[src/rtl/divider_datapath.sv]
// Shift/subtract datapath for a restoring divider: executes the controller's
// Sh/Ld commands, returns compare bit C, and flags overflow, completion and protocol errors.
module divider_datapath #(
  parameter int N = 4
) (
  input  logic           CLK,
  input  logic           RST,
  input  logic           St,
  input  logic           Ld,
  input  logic           Sh,
  input  logic [2*N-1:0] Dividend,
  input  logic [N-1:0]   Divisor,
  output logic           C,
  output logic [N-1:0]   Quotient,
  output logic [N-1:0]   Remainder,
  output logic           V,
  output logic           Done,
  output logic           Err
);
  localparam int CW = $clog2(N+1);
  localparam logic [CW-1:0] CNT_MAX = CW'(N);

  logic [2*N:0]  x;
  logic [N-1:0]  y;
  logic [CW-1:0] cnt;
  logic          loaded;
  logic          v_q, done_q, err_q;

  logic [N:0]    upper;
  logic [N:0]    diff;
  logic [CW-1:0] cnt_inc;
  logic          sh_ok, ld_ok, illegal;

  assign upper   = x[2*N:N];
  assign diff    = upper - {1'b0, y};
  assign cnt_inc = cnt + 1'b1;

  assign C = (upper >= {1'b0, y});

  // A command is only legal on a captured, non-overflowed operand set.
  assign sh_ok   = loaded && !v_q && (cnt != CNT_MAX);
  assign ld_ok   = loaded && !v_q && C;
  assign illegal = (Sh && Ld) || (Sh && !sh_ok) || (Ld && !ld_ok);

  always_ff @(posedge CLK) begin
    if (RST) begin
      x      <= '0;
      y      <= '0;
      cnt    <= '0;
      loaded <= 1'b0;
      v_q    <= 1'b0;
      done_q <= 1'b0;
      err_q  <= 1'b0;
    end else if (St) begin
      x      <= {1'b0, Dividend};
      y      <= Divisor;
      cnt    <= '0;
      loaded <= 1'b1;
      done_q <= 1'b0;
      err_q  <= 1'b0;
      v_q    <= (Divisor == '0) || (Dividend[2*N-1:N] >= Divisor);
    end else if (Sh || Ld) begin
      if (illegal) begin
        err_q <= 1'b1;
      end else if (Sh) begin
        x   <= {x[2*N-1:0], 1'b0};
        cnt <= cnt_inc;
        if (cnt_inc == CNT_MAX) done_q <= 1'b1;
      end else begin
        // Upper part takes the difference; the freed LSB records the quotient bit.
        x[2*N:N] <= diff;
        x[0]     <= 1'b1;
      end
    end
  end

  assign Quotient  = x[N-1:0];
  assign Remainder = x[2*N-1:N];
  assign V         = v_q;
  assign Done      = done_q;
  assign Err       = err_q;

endmodule

[config.mk]
export PLATFORM = sky130hd
export DESIGN_NAME = divider_datapath
export DESIGN_NICKNAME = d
export VERILOG_FILES = /design/src/rtl/divider_datapath.sv
export SDC_FILE = /design/constraint.sdc
export NUM_CORES = 1
export LEC_CHECK = 0
export ABC_AREA = 1
export CAP_MARGIN = 25
export CORE_UTILIZATION = 50
export DETAILED_ROUTE_END_ITERATION = 16
export GPL_TIMING_DRIVEN = 1
export PLACE_DENSITY_LB_ADDON = 0.25
export SYNTH_ARGS = -nofsm -noshare
export SYNTH_HDL_FRONTEND = slang
export SYNTH_SLANG_ARGS = --single-unit
[constraint.sdc]
create_clock -name CLK -period 2.5 [get_ports CLK]
set_input_delay 0.625 -clock CLK [delete_from_list [all_inputs] [get_ports CLK]]
set_output_delay 0.625 -clock CLK [all_outputs]
set_load 0.03 [all_outputs]
### After elaboration in Yosys (flattened, before gate mapping)

Cells that the tools add are included.

* add/sub/neg operators: 2
* magnitude comparators: 2
* equal/unequal tests: 3
* muxes and demuxes: 6
* bitwise gates (word level): 1
* reductions and logical operators: 23

Operator list (count)
* two-way mux 8 bit: 3
* logical AND 1 bit: 6
* AND reduction 2 bit: 3
* AND reduction 3 bit: 2
* >= comparator 5 x 4 -> 1 bit: 1
* two-way mux 5 bit: 1
* subtractor 5 x 4 -> 5 bit: 1
* >= comparator 4 bit: 1
* logical NOT 4 bit: 1
* logical OR 1 bit: 4
* AND reduction 4 bit: 1
* nonzero test 2 bit: 2
* adder 3 x 1 -> 3 bit (second input constant): 1
* equality test 3 bit (second input constant): 1
* logical NOT 1 bit: 3
* two-way mux 3 bit: 1
* inequality test 3 bit (second input constant): 1
* inequality test 2 bit (second input constant): 1
* OR reduction 2 bit: 1
* two-way mux 1 bit: 1
* NOT 1 bit: 1

* register bits: 20
* input port bits: 17
* output and inout bits: 12
* word-level logic and storage cells: 46

### Depth between registers and ports, before layout

* depth after elaboration: 10
* mapped depth: 14
* gate-level depth less buffers: 14

### Least setup slack after synthesis

OpenSTA, ideal clock, no wires.

* path kind: reg2reg
* start: register y[2]
* end: register x[2]
* setup time: 0.109 ns
* data arrival time: 1.765 ns
* data required time: 2.391 ns
* slack: 0.626 ns
* stages on the path, launching flop included: 14
* buffers on the path: 0
* clock period less this slack: 1.874 ns
* cells stage by stage: dfxtp_1 -> inv_1 -> ha_1 -> inv_1 -> nand2_1 -> nand3_1 -> nand2_1 -> nand2_1 -> nand2_2 -> nand3_1 -> nand2_1 -> nand3_1 -> nand2_1 -> inv_1

* longest elaborated chain between the ends: 7

Ends and longest elaborated chain
* from (decl): RTL line 24 `logic [N-1:0] y;`
* from (signal assigned): RTL line 56 `y <= Divisor;`
* >= comparator 5 x 4 -> 1 bit: RTL line 38 `assign C = (upper >= {1'b0, y});`
* net C: RTL line 13 `output logic C,`
* logical AND 1 bit: RTL line 42 `assign ld_ok = loaded && !v_q && C;`
* logical NOT 1 bit: RTL line 43 `assign illegal = (Sh && Ld) || (Sh && !sh_ok) || (Ld && !ld_ok);`
* logical AND 1 bit: RTL line 43
* logical OR 1 bit: RTL line 43
* inequality test 2 bit (no line)
* AND reduction 3 bit (no line)
* to (signal assigned): RTL line 55 `x <= {1'b0, Dividend};`
* to (signal assigned): RTL line 66 `x <= {x[2*N-1:0], 1'b0};`
* to (signal, indexed assignment): RTL line 71 `x[2*N:N] <= diff;`
* to (decl): RTL line 23 `logic [2*N:0] x;`

The timed path passes the listed nets, and every way through them passes these cells.
A chain may end at the register's enable or synchronous reset.

### Worst setup path in the final report

* start: register x[4]
* end: output port C

* longest elaborated chain between the ends: 1

Ends and longest elaborated chain (RTL line)
* >= comparator 5 x 4 -> 1 bit: 38
* to (decl): 13

No other way between the ends.

==> results.yml <==
outcome:
  outcome: "complete, no violations"
critical_path:
  cp.arrival_ps: 1740
  timing.critical_path.required_ps: 1880
  endpoint_kind: "output pin"
  crit_fanout: 3
  worstSetupStartpointType: "register"
  rr_startpoint: "x[4]"
  setup.worst_path.class: "reg -> out"
  worst_setup_path_startpoint: "x[4]"
yosys:
  yosys-top-cells-area: "dfxtp_1, nand2_1, ha_1"
  post-synth-top-count-cell: "nand2_1"
  syn_area_um2: 1380
  ys_async_sr_fraction_pct: 0
  synthesis.yosys.warnings: 0
  yosys.cell_types.count: 28
  synthesis.nets: 229
  synth.top_cells.by_count: "nand2_1, inv_1, nor2_1, dfxtp_1"
  synth_flop_cell: "dfxtp_1"
  synthDominantAreaCellType: "dfxtp_1"
  postSynthRegisterBits: 20
  syn-mean-instance-area_um2: 6.88
  synthCells: 200
  synth.top_cell.area_share_pct: 29.1
  post_synth_edffs: 0
  yosysSeqAreaShare_pct: 29.1
sta:
  clock.fmax_mhz: 422
  final-setup-viol-count: 0
  min_period_over_period_pct: 94.7
  final_period_demand_of_the_worst_path_ps: 2370
  setup_tns_ps: 0
  timing_worst_slew_pin_value_ps: 354
  finClkSkew_ps: 6.21
  worst_slew_margin_rel_pct: 76.4
  rsz0062_at_grt: "no"
  final_max_slew_viol_count: 0
  number_of_hold_violations_in_the_final_report: 0
floorplanning:
  number_of_placed_i_o_pins: 29
  die_x_um: 54.4
  core.rowCount: 18
  die_h_um: 54.4
  coreArea_um2: 2540
  die_area_um2: 2960
  start_util_pct: 54.0
cts:
  tritoncts: "yes"
  ctsLongestPathBuffers: 2
  cts_inserted_buffers: 3
  clock_tree_root_buffer_cell: "clkbuf_4"
  clock_sinks: 20
  clk_pin_slew_ps: 120
  postCtsHoldBufs: 0
  h-tree-depth: 1
  clock_latency_ps: 310
grt:
  grt_usage_pct: 22.9
  grt_pass1_vias: 1122
  grt_pass1_wl_um: 4770
  antenna_found_initial: 0
  globalRouteOverflowTotal: 0
  grt_start_max_net_pins: 14
placed_design:
  detailed_place_hpwl_um: 2400
  numPortBuffers: 28
  post-place-cells: 249
  gp_congestion: 0.825
routing:
  detail-route-antenna-nets: 0
  postRouteWirelength_um: 3050
  drt-wirelength-per-cell_um: 12.0
  detail_route.iter0.violations: 42
  routed_via_density: 5.16
  dr_total_vias: 1306
  drc_errors: 0
  drt-pass1-iter-count: 4
layout:
  areaGrowthSynthToFinish_pct: 22.5
  number_of_standard_cells_in_the_final_layout_excluding_fillers: 253
  nNetsFinal: 253
  fillerInstances: 240
  n_antenna_cell: 0
  postLayoutCoreUtil_pct: 66.2
  drive_above_1_share_pct: 5.83
hold_path:
  hold_start: "Done"
  hold_class: "reg -> reg"
power_and_ir_drop:
  power_leakage_nw: 0.803
  p_per_area_nw_per_um2: 540
  worst_ir_drop_vdd_mv: 0.331
job:
  max_cap_violations: 0
state kept, by name, indices dropped and copies added (netlist names):
name	flops
Err	1
Done	1
cnt	3
y	4
V	1
x	9
loaded	1
power by group:
part           total (mW)  internal, mW  switching, mW
Combinational       0.286         0.120          0.167
Clock               0.268         0.162          0.106
Sequential          0.354         0.338         0.0158
Total               0.909         0.620          0.289
cell type report:
class / count / area (um2) / area share (%)
Multi-Input combinational cell: 135 / 767 / 45.5
Sequential cell: 20 / 400 / 23.8
Timing Repair Buffer: 31 / 303 / 18.0
Inverter: 33 / 124 / 7.36
Tap cell: 30 / 37.5 / 2.23
Clock inverter: 1 / 30.0 / 1.78
Clock buffer: 3 / 22.5 / 1.34
kinds of logic after synthesis:
| family | Yosys count | share of synthesized area (%) |
|---|---|---|
| mux | 2 | 1.46 |
| compound gates | 29 | 11.4 |
| simple gates | 90 | 30.2 |
| xor+xnor | 2 | 1.27 |
| flops | 20 | 29.1 |
| fa+ha+maj | 12 | 11.5 |
| buf+inv | 45 | 15.1 |
cells in the final DEF, fill, tap and decap left out, types with 2 or more instances in the layout:
master / synthesis / final
nor2_1: 23 / 23
o21a_1: 2 / 2
nand3_1: 10 / 10
dfxtp_1: 20 / 20
nand4_1: 7 / 7
clkbuf_4: 0 / 3
buf_4: 8 / 3
mux2i_1: 2 / 2
clkdlybuf4s50_1: 0 / 27
xnor2_1: 2 / 2
inv_1: 33 / 33
nand2_1: 43 / 43
o21ai_0: 12 / 12
ha_1: 11 / 11
a21oi_1: 12 / 12
through the flow:
step | hold slack (ps) | setup slack, ps | total power, mW | area, um2
floorplan | 441 | 626 | 0.557 | 1380
global placement | 441 | 221 | 0.639 | 1630
detailed placement | 459 | 192 | 0.647 | 1630
CTS | 477 | 98.6 | 0.911 | 1680
global route | 512 | 16.1 | 0.955 | 1680
finish | 482 | 133 | 0.909 | 1680
repair_timing:
action | CTS | global route
buffers inserted | 0 | 0
resized for setup | 1 | 1
endpoints found under the setup margin | 1 | 1
path summary, 6_finish.rpt:
path / endpoint / slack [ps] / cells after the start
min reg2reg: Done / 480 / 2
min: Done / 480 / 2
max reg2reg: x[8] / 440 / 11
max: C / 130 / 7
routing by layer:
| metal | up-vias | share of wire [%] | track usage (%) |
|---|---|---|---|
| li1 | 681 | - | - |
| met1 | 578 | 48 | 29.3 |
| met2 | 41 | 44 | 39.0 |
| met3 | 6 | 5.5 | 2.50 |
| met4 | 0 | 2.0 | 8.97 |
| met5 | - | 0 | 0 |
critical path, cell delays in order (launching register included):
cell,delay (ps)
dfxtp_1,390
inv_1,70
ha_1,310
nand2_1,60
nor2_1,110
nor2_1,50
nand2_1,80
clkdlybuf4s15_1,360
No activity file was read; power rests on OpenSTA's default activity.
